**config.mk**
```make
export PLATFORM = sky130hd
export DESIGN_NAME = ras_driver
export DESIGN_NICKNAME = d
export VERILOG_FILES = /design/src/rtl/ras_driver.sv
export SDC_FILE = /design/constraint.sdc
export NUM_CORES = 1
export LEC_CHECK = 0
export CORE_MARGIN = 3
export CORE_UTILIZATION = 33
export CTS_BUF_LIST = sky130_fd_sc_hd__clkbuf_8 sky130_fd_sc_hd__clkbuf_16
export CTS_CLUSTER_DIAMETER = 150
export DETAILED_ROUTE_END_ITERATION = 10
export PLACE_DENSITY_LB_ADDON = 0.15
export RECOVER_POWER = 100
export SLEW_MARGIN = 30
export SYNTH_ARGS = -nofsm -noshare
export SYNTH_HDL_FRONTEND = slang
export SYNTH_SLANG_ARGS = --single-unit
```
**constraint.sdc**
```tcl
create_clock -name clk -period 5.8 [get_ports clk]
set_input_delay 1.16 -clock clk [delete_from_list [all_inputs] [get_ports clk]]
set_output_delay 1.16 -clock clk [all_outputs]
set_load 0.005 [all_outputs]
```
**src/rtl/ras_driver.sv**
```systemverilog
`default_nettype none
// ============================================================================
// Module   : ras_driver
// Purpose  : Decodes fetched RV32 instructions into return-address-stack
//            commands, maps branch resolutions onto close commands, and
//            presents the popped return target one cycle after each pop.
// Revision : 1.0 - initial release
// ============================================================================
module ras_driver #(
  parameter int MAX_BRANCHES = 128,
  parameter int WIDTH        = 32
) (
  input  logic             clk,
  input  logic             reset_n,
  input  logic             in_valid,
  output logic             in_ready,
  input  logic [WIDTH-1:0] in_pc,
  input  logic [31:0]      in_instr,
  input  logic             res_valid,
  input  logic             res_mispredict,
  output logic             res_ready,
  output logic             ras_push,
  output logic             ras_pop,
  output logic             ras_branch,
  output logic             ras_close_valid,
  output logic             ras_close_invalid,
  output logic [WIDTH-1:0] ras_din,
  input  logic [WIDTH-1:0] ras_dout,
  input  logic             ras_empty,
  output logic             pred_valid,
  output logic [WIDTH-1:0] pred_target,
  output logic             err_unmatched
);

  localparam int              c_CW        = $clog2(MAX_BRANCHES + 1);
  localparam logic [c_CW-1:0] c_MAX       = c_CW'(MAX_BRANCHES);
  localparam logic [c_CW-1:0] c_ONE       = c_CW'(1);
  localparam logic [6:0]      c_OP_JAL    = 7'b1101111;
  localparam logic [6:0]      c_OP_JALR   = 7'b1100111;
  localparam logic [6:0]      c_OP_BRANCH = 7'b1100011;
  localparam logic [WIDTH-1:0] c_LINK_OFS = WIDTH'(4);

  logic [c_CW-1:0] r_cnt;
  logic            r_gap;
  logic            r_pop;
  logic            r_hit;
  logic            r_err;

  logic [6:0] w_op;
  logic [4:0] w_rd;
  logic [4:0] w_rs1;
  logic       w_rd_link;
  logic       w_rs1_link;
  logic       w_is_branch;
  logic       w_push_dec;
  logic       w_pop_dec;
  logic       w_racc;
  logic       w_mis_acc;
  logic       w_acc;
  logic       w_br_acc;
  logic       w_unused_instr;

  assign w_op        = in_instr[6:0];
  assign w_rd        = in_instr[11:7];
  assign w_rs1       = in_instr[19:15];
  assign w_rd_link   = (w_rd == 5'd1) || (w_rd == 5'd5);
  assign w_rs1_link  = (w_rs1 == 5'd1) || (w_rs1 == 5'd5);
  assign w_is_branch = (w_op == c_OP_BRANCH);
  // Immediate and funct3 fields do not influence stack commands.
  assign w_unused_instr = ^{in_instr[31:20], in_instr[14:12]};

  always_comb begin
    w_push_dec = 1'b0;
    w_pop_dec  = 1'b0;
    if (w_op == c_OP_JAL) begin
      w_push_dec = w_rd_link;
    end else if (w_op == c_OP_JALR) begin
      // rd==rs1 both linked is a plain call; differing links is a coroutine swap.
      w_push_dec = w_rd_link;
      w_pop_dec  = w_rs1_link && (!w_rd_link || (w_rd != w_rs1));
    end
  end

  assign res_ready = reset_n && !r_gap;
  assign w_racc    = res_valid && res_ready;
  assign w_mis_acc = w_racc && res_mispredict;

  assign in_ready = reset_n && !w_mis_acc && !((r_cnt == c_MAX) && w_is_branch);
  assign w_acc    = in_valid && in_ready;
  assign w_br_acc = w_acc && w_is_branch;

  assign ras_push          = w_acc && w_push_dec;
  assign ras_pop           = w_acc && w_pop_dec;
  assign ras_branch        = w_br_acc;
  assign ras_close_invalid = w_mis_acc;
  assign ras_close_valid   = w_racc && !res_mispredict && (r_cnt != '0);
  assign ras_din           = ras_push ? (in_pc + c_LINK_OFS) : '0;

  assign pred_valid    = r_pop && r_hit;
  assign pred_target   = pred_valid ? ras_dout : '0;
  assign err_unmatched = r_err;

  always_ff @(posedge clk or negedge reset_n) begin
    if (!reset_n) begin
      r_cnt <= '0;
      r_gap <= 1'b0;
      r_pop <= 1'b0;
      r_hit <= 1'b0;
      r_err <= 1'b0;
    end else begin
      if (w_mis_acc) begin
        r_cnt <= '0;
      end else if (w_br_acc && !ras_close_valid) begin
        r_cnt <= r_cnt + c_ONE;
      end else if (!w_br_acc && ras_close_valid) begin
        r_cnt <= r_cnt - c_ONE;
      end
      // The stack needs a spare cycle after each close_valid to attach its vector.
      r_gap <= ras_close_valid;
      r_pop <= ras_pop;
      r_hit <= ras_pop && !ras_empty;
      if (w_racc && !res_mispredict && (r_cnt == '0)) begin
        r_err <= 1'b1;
      end
    end
  end

endmodule
`default_nettype wire

```
==> results of run 1 <==
==> worst max-delay path, stage by stage <==
cell and delay, ns:
dlygate4sd3_1 0.61, and4_1 0.26, and4_1 0.43, and4_1 0.35, nand4_1 0.15, xor2_1 0.17, nor2_1 0.10, clkdlybuf4s50_1 0.53
==> state kept, by name (all words and copies together), names as in the netlist <==
register	cells
r_cnt	8
err_unmatched	1
r_gap	1
r_hit	1
r_pop	1
==> layout make-up <==
class | instances | share of cell area
timing repair buffer | 161 | 0.459
multi-input combinational | 216 | 0.407
sequential | 12 | 0.0860
tap | 70 | 0.0251
clock buffer | 4 | 0.0158
inverter | 7 | 0.00752
==> Yosys cell counts, types with 2 or more instances <==
cell type	instances	area share
inv_1	6	0.012
o21bai_1	2	0.0081
clkbuf_1	10	0.020
o21ai_0	5	0.014
nor2b_1	3	0.010
o211ai_2	2	0.014
nand3_1	13	0.035
nand4_1	10	0.034
mux2i_1	2	0.011
and3_1	37	0.13
dfrtp_1	12	0.16
xnor2_1	10	0.047
nor2_1	38	0.077
a21oi_1	2	0.0054
o21ai_2	5	0.024
and4_1	7	0.033
xor2_1	23	0.11
nor3_1	4	0.011
ha_1	7	0.047
nand2_1	20	0.041
buf_2	2	0.0054
==> layer usage <==
metal | part of all wire | global-route usage | vias up
met4 | 0.0099 | 0.0372 | 0
met3 | 0.080 | 0.0477 | 6
met2 | 0.49 | 0.390 | 75
met5 | 0 | 0 | -
li1 | - | - | 1185
met1 | 0.42 | 0.287 | 1088
==> power by group through the flow <==
stage	sequential (uW)	clock [uW]	combinational, uW
after floorplan	142	0	227
after global placement	150	0	327
after detailed placement	151	0	339
after CTS	149	93.7	342
after global routing	155	98.2	367
final	149	91.3	331
==> through the flow <==
| step | std cells | cell area (um2) | util | total power (uW) |
|---|---|---|---|---|
| floorplan | 249 | 1850 | - | 369 |
| global placement | 466 | 3460 | 0.657 | 477 |
| detailed placement | 466 | 3460 | 0.657 | 490 |
| CTS | 470 | 3520 | 0.667 | 585 |
| global route | 470 | 3490 | 0.663 | 620 |
| finish | 470 | 3490 | 0.663 | 572 |
==> worst min-delay path by stage <==
| stage | start | end | cells after the start |
|---|---|---|---|
| 2_1_floorplan | err_unmatched | err_unmatched | 1 |
| 3_3_place_gp | err_unmatched | err_unmatched | 1 |
| 3_5_place_dp | err_unmatched | err_unmatched | 1 |
| 4_1_cts | err_unmatched | err_unmatched | 1 |
| 5_1_grt | err_unmatched | err_unmatched | 1 |
| 6_report | err_unmatched | err_unmatched | 1 |
==> cell families (layout without fill, tap and decap cells) <==
family / Yosys count / count (layout)
AOI/OAI and AO/OA: 27 / 27
muxes: 2 / 2
buffers and inverters: 21 / 172
xor gates and xnor gates: 33 / 33
adders and majority gates: 8 / 8
DFF: 12 / 12
and+or+nand+nor: 146 / 146
==> key figures, run 1 <==
Status
  – Status: complete, no violations

Global route
  – Gr usage total: 0.224
  – Total gr overflow: 0
  – Initial antenna violation count: 0
  – Global-route wire length before repair: 11700 um
  – Largest net degree at the start of global routing: 34
  – Vias in the first global route: 2197

Finish
  – Layout area overhead: 89.2%
  – Antenna cells: 0
  – Most frequent cells in the layout: 86 x clkdlybuf4s50_1, 73 x dlygate4sd3_1, 38 x nor2_1, 37 x and3_1, 23 x xor2_1
  – Reg area: 300 um2
  – Most common cell after layout, fill and taps aside: clkdlybuf4s50_1
  – Final net count: 511
  – Share of layout cells above drive strength 1: 0.0350
  – Multi-input logic area: 1420 um2
  – Fillers: 493

Synthesis
  – Adder-Cell Fraction of Synth Area: 0.0583
  – Cell Area, Synth: 1850 um2
  – Syn Nets: 359
  – Asr flop ratio synth: 1.00
  – Compound-cell area share of the yosys netlist: 0.117
  – Multiplexer share of the synthesized area: 0.0108
  – Synth warn: 0
  – Synthesized-area fraction occupied by xor and xnor cells: 0.157
  – Post-Syn Area per Cell: 7.42 um2
  – Largest family of logic cells by synthesized area: simple AND/OR/NAND/NOR gates
  – Cells after synthesis: 249
  – Post-synthesis simple-gate area fraction: 0.438
  – Post-synth cell types: 50
  – FF+latch count, synth: 12
  – Top FF cell, synth: dfrtp_1
  – Post-synth EDFFs: 0
  – Post-synthesis sequential area ratio: 0.163

Timing
  – Worst slew pin tran: 0.949 ns
  – F_max: 203 MHz
  – Worst Clk Skew: 0.00138 ns
  – Final setup TNS: 0 ns
  – Count of final setup violators: 0
  – Tcrit/Tclk final: 0.848
  – Final hold vios: 0
  – Fin worst setup slack: 0.882 ns
  – RSZ-0062 raised after global routing: false
  – Slew Viols, Final: 0
  – Slew margin rel.: 0.366
  – Min Clock Period, post-route: 4.92 ns
  – Hold_ws: 0.513 ns

Setup path
  – Worst Setup SP: in_pc[4]
  – FF-to-FF path depth: 10
  – Reg2Reg Capture Point: r_cnt[7]
  – CP required: 4.64 ns
  – Crit path launch type: input port
  – Setup crit end: ras_din[31]
  – Crit. End Element: primary output
  – Reg2reg start: r_cnt[0]
  – Max FO, Critical Path: 8
  – R2R Setup Slk: 2.69 ns
  – Worst EP arrival: 3.76 ns
  – Worst Setup Path Type: input port to primary output

Clocking
  – CTS H-tree lvls: 1
  – Root Driver: clkbuf_8
  – Clock tree from TritonCTS: built
  – Latest clock arrival within the worst-skew pair: 0.24 ns
  – Worst-path clk slew: 0.05 ns
  – Post-CTS sizing: 0
  – CTS buffer count: 3
  – Clk buf depth: 2
  – CTS sink cnt: 12
  – Hold Buf Count CTS: 0
  – Postcts setup bufs: 0

Placement
  – Detailed placement HPWL: 6290 um
  – Gpl congestion: 0.816
  – IO Port Bufs: 159
  – Pre-CTS setup slack: 0.967 ns

Power
  – Switch share: 0.387
  – Max IR drop VDD: 0.000240 V
  – Internal: 351 uW
  – Pwr Density: 164 nW/um2
  – Clock share of power: 0.160
  – Static leakage: 0.00165 uW
  – Seq pwr share: 0.261
  – Combinational group share of total power: 0.580
  – Net Sw Power: 221 uW

Routing
  – Routed WL: 7460 um
  – DRC Markers: 0
  – Via density per instance: 5.01
  – DRT antenna net count: 0
  – TritonRoute pass-1 iters: 4
  – Total number of vias: 2354
  – Number of DRC markers in iteration 0: 62
  – WL/cell: 15.9 um

Floorplan
  – IO Pins: 175
  – Chip Height: 80.8 um
  – Die W: 80.8 um
  – Area of the core: 5270 um2
  – Starting Density: 0.350
  – Die area: 6530 um2
  – FP Rows: 26

Run
  – Max-cap violations: 0

Min path
  – Worst min path class: flip-flop to flip-flop
(Power assumes the default switching activity.)
==> run 2: changes to the inputs <==
- CORE_UTILIZATION: 33 -> 28
- clock period: 5.8 -> 4 ns (I/O delays scaled with it)
==> run 2 against run 1 <==
Against the previous run:
- critical path depth unchanged
- core utilization decreased by 8.2 points
- non-clock buffer count increased by 13
- worst hold slack got worse by 0.0049 ns
- count of clock-buffer cells in the layout unchanged
- clock power increased by 50%
- worst setup slack got worse by 0.73 ns
- flip-flop and latch count unchanged
- clock skew decreased by 0.0011 ns
- global-route usage decreased by 3.4 points
- first-iteration DRC count decreased by 3.2%
- final area increased by 2.5%
- highest routed layer unchanged
==> key figures, run 2 (synthesis results as in run 1) <==
Status
  – Status: complete, no violations

Timing
  – Fin worst setup slack: 0.157 ns (-0.725 ns)
  – Tcrit/Tclk final: 0.961
  – RSZ-0062 raised after global routing: false
  – Slew Viols, Final: 0 (unchanged)
  – Slew margin rel.: 0.375 (+0.00900)
  – Final setup TNS: 0 ns (unchanged)
  – Worst Clk Skew: 0.000270 ns (-0.00111 ns)
  – Final hold vios: 0 (unchanged)
  – F_max: 260 MHz
  – Count of final setup violators: 0 (unchanged)
  – Min Clock Period, post-route: 3.84 ns
  – Hold_ws: 0.509 ns (-0.00485 ns)
  – Worst slew pin tran: 0.937 ns (-0.0112 ns)

Routing
  – Number of DRC markers in iteration 0: 60 (-3.2%)
  – TritonRoute pass-1 iters: 4 (unchanged)
  – Routed WL: 7630 um (+2.3%)
  – WL/cell: 15.6 um (-1.5%)
  – DRC Markers: 0 (unchanged)
  – DRT antenna net count: 0 (unchanged)
  – Total number of vias: 2381 (+1.1%)
  – Via density per instance: 4.88 (-2.6%)

Clocking
  – Hold Buf Count CTS: 0 (unchanged)
  – CTS buffer count: 3 (unchanged)
  – Clock tree from TritonCTS: built
  – CTS H-tree lvls: 1 (unchanged)
  – Clk buf depth: 2 (unchanged)
  – Root Driver: clkbuf_8
  – Worst-path clk slew: 0.06 ns (about the same)
  – CTS sink cnt: 12 (unchanged)
  – Post-CTS sizing: 0 (unchanged)
  – Latest clock arrival within the worst-skew pair: 0.24 ns (about the same)
  – Postcts setup bufs: 0 (unchanged)

Power
  – Static leakage: 0.00162 uW (-1.9%)
  – Pwr Density: 241 nW/um2 (+47%)
  – Max IR drop VDD: 0.000326 V (+36%)
  – Total power: 862 uW (+51%)

Floorplan
  – FP Rows: 28 (+7.7%)
  – Die area: 7610 um2 (+16%)
  – Chip Height: 87.2 um (+7.9%)
  – Area of the core: 6170 um2 (+17%)
  – Starting Density: 0.300 (-0.0509)
  – Die W: 87.2 um (+7.9%)
  – IO Pins: 175 (unchanged)

Global route
  – Met3 usage: 0.0416 (-0.00604)
  – Grt met1 use: 0.244 (-0.0424)
  – GR met2 Demand/Resource: 0.322 (-0.0684)
  – Global-route wire length before repair: 11600 um (-0.70%)
  – Largest net degree at the start of global routing: 34 (unchanged)
  – Vias in the first global route: 2195 (-0.091%)
  – Initial antenna violation count: 0 (unchanged)
  – Total gr overflow: 0 (unchanged)
  – Gr busiest metal: met2
  – Gr usage total: 0.190 (-0.0341)

Finish
  – Layout area overhead: 93.9%
  – Most frequent cells in the layout: 110 x clkdlybuf4s50_1, 49 x dlygate4sd3_1, 38 x nor2_1, 37 x and3_1, 23 x xor2_1
  – Most common cell after layout, fill and taps aside: clkdlybuf4s50_1
  – Final net count: 524 (+2.5%)
  – Final Non-Filler Cells: 488 (+3.8%)
  – Antenna cells: 0 (unchanged)
  – Fillers: 591 (+20%)
  – Share of layout cells above drive strength 1: 0.0605 (+0.0255)
  – Biggest register: r_cnt
  – Max FFs per register: 8 (unchanged)

Setup path
  – Critical path cell sequence: clkdlybuf4s50_1 > and4_1 > and4_1 > and4_1 > nand3_1 > xor2_1 > nor2_1 > dlygate4sd3_1
  – CP required: 3.20 ns (-1.44 ns)
  – Max FO, Critical Path: 4 (-4)
  – Worst Setup Path Type: input port to primary output
  – Crit path launch type: input port
  – Worst EP arrival: 3.04 ns (-0.72 ns)
  – FF-to-FF path depth: 11 (+1)
  – CP bufs+invs: 2 (unchanged)
  – Reg2Reg Capture Point: r_cnt[7]
  – R2R Setup Slk: 1.17 ns (-1.52 ns)
  – Largest delay share family, worst path: buffers and inverters
  – Critical Path Max Stage Delay: 0.57 ns (-0.04 ns)
  – Cell mode on critical path: and4_1
  – Reg2reg start: r_cnt[0]
  – Crit. End Element: primary output
  – Crit-path slowest cell: dlygate4sd3_1

Min path
  – Hold depth: 1 (unchanged)
  – Worst min path class: flip-flop to flip-flop
  – Hold EP: err_unmatched
  – HP Start: err_unmatched

Placement
  – Cells after DPL: 484 (+3.9%)
  – IO Port Bufs: 159 (unchanged)
  – Detailed placement HPWL: 6440 um (+2.4%)
  – Gpl congestion: 0.837 (+2.5%)
  – Pre-CTS setup slack: 0.179 ns (-0.788 ns)

Run
  – Max-cap violations: 0 (unchanged)
-- run 2: metrics by stage --
stage / utilization / instance area (um2)
2_1_floorplan: - / 1850
3_3_place_gp: 0.578 / 3570
3_5_place_dp: 0.578 / 3570
4_1_cts: 0.587 / 3620
5_1_grt: 0.581 / 3580
6_report: 0.581 / 3580
-- run 2: worst max-delay path by stage --
| stage | startpoint | endpoint | slack (ns) | cells after the start |
|---|---|---|---|---|
| 2_1_floorplan | in_instr[6] | r_cnt[7] | 0.78 | 11 |
| 3_3_place_gp | in_pc[11] | ras_din[31] | 0.18 | 8 |
| 3_5_place_dp | in_pc[11] | ras_din[31] | 0.18 | 8 |
| 4_1_cts | in_pc[11] | ras_din[31] | 0.17 | 8 |
| 5_1_grt | in_pc[4] | ras_din[31] | 0.004 | 8 |
| 6_report | in_pc[11] | ras_din[30] | 0.16 | 8 |
-- run 2: where the power goes --
group	switching [uW]	internal [uW]	total [uW]
clock network	50.3	87.2	137
registers	57.0	163	220
logic	226	278	505
total	334	529	862
-- run 2: metal layers --
layer | share of wire | routed length [um]
met5 | 0 | 0
met4 | 0.023 | 176
met3 | 0.077 | 586
met2 | 0.47 | 3610
met1 | 0.43 | 3260
-- run 2: layout make-up --
| cell class | instances | area, um2 | area share |
|---|---|---|---|
| flip-flops and latches | 12 | 300 | 0.0839 |
| well taps | 75 | 93.8 | 0.0262 |
| clock buffers | 4 | 55.1 | 0.0154 |
| inverters | 7 | 26.3 | 0.00734 |
| repair buffers | 174 | 1690 | 0.472 |
| multi-input cells | 216 | 1420 | 0.396 |
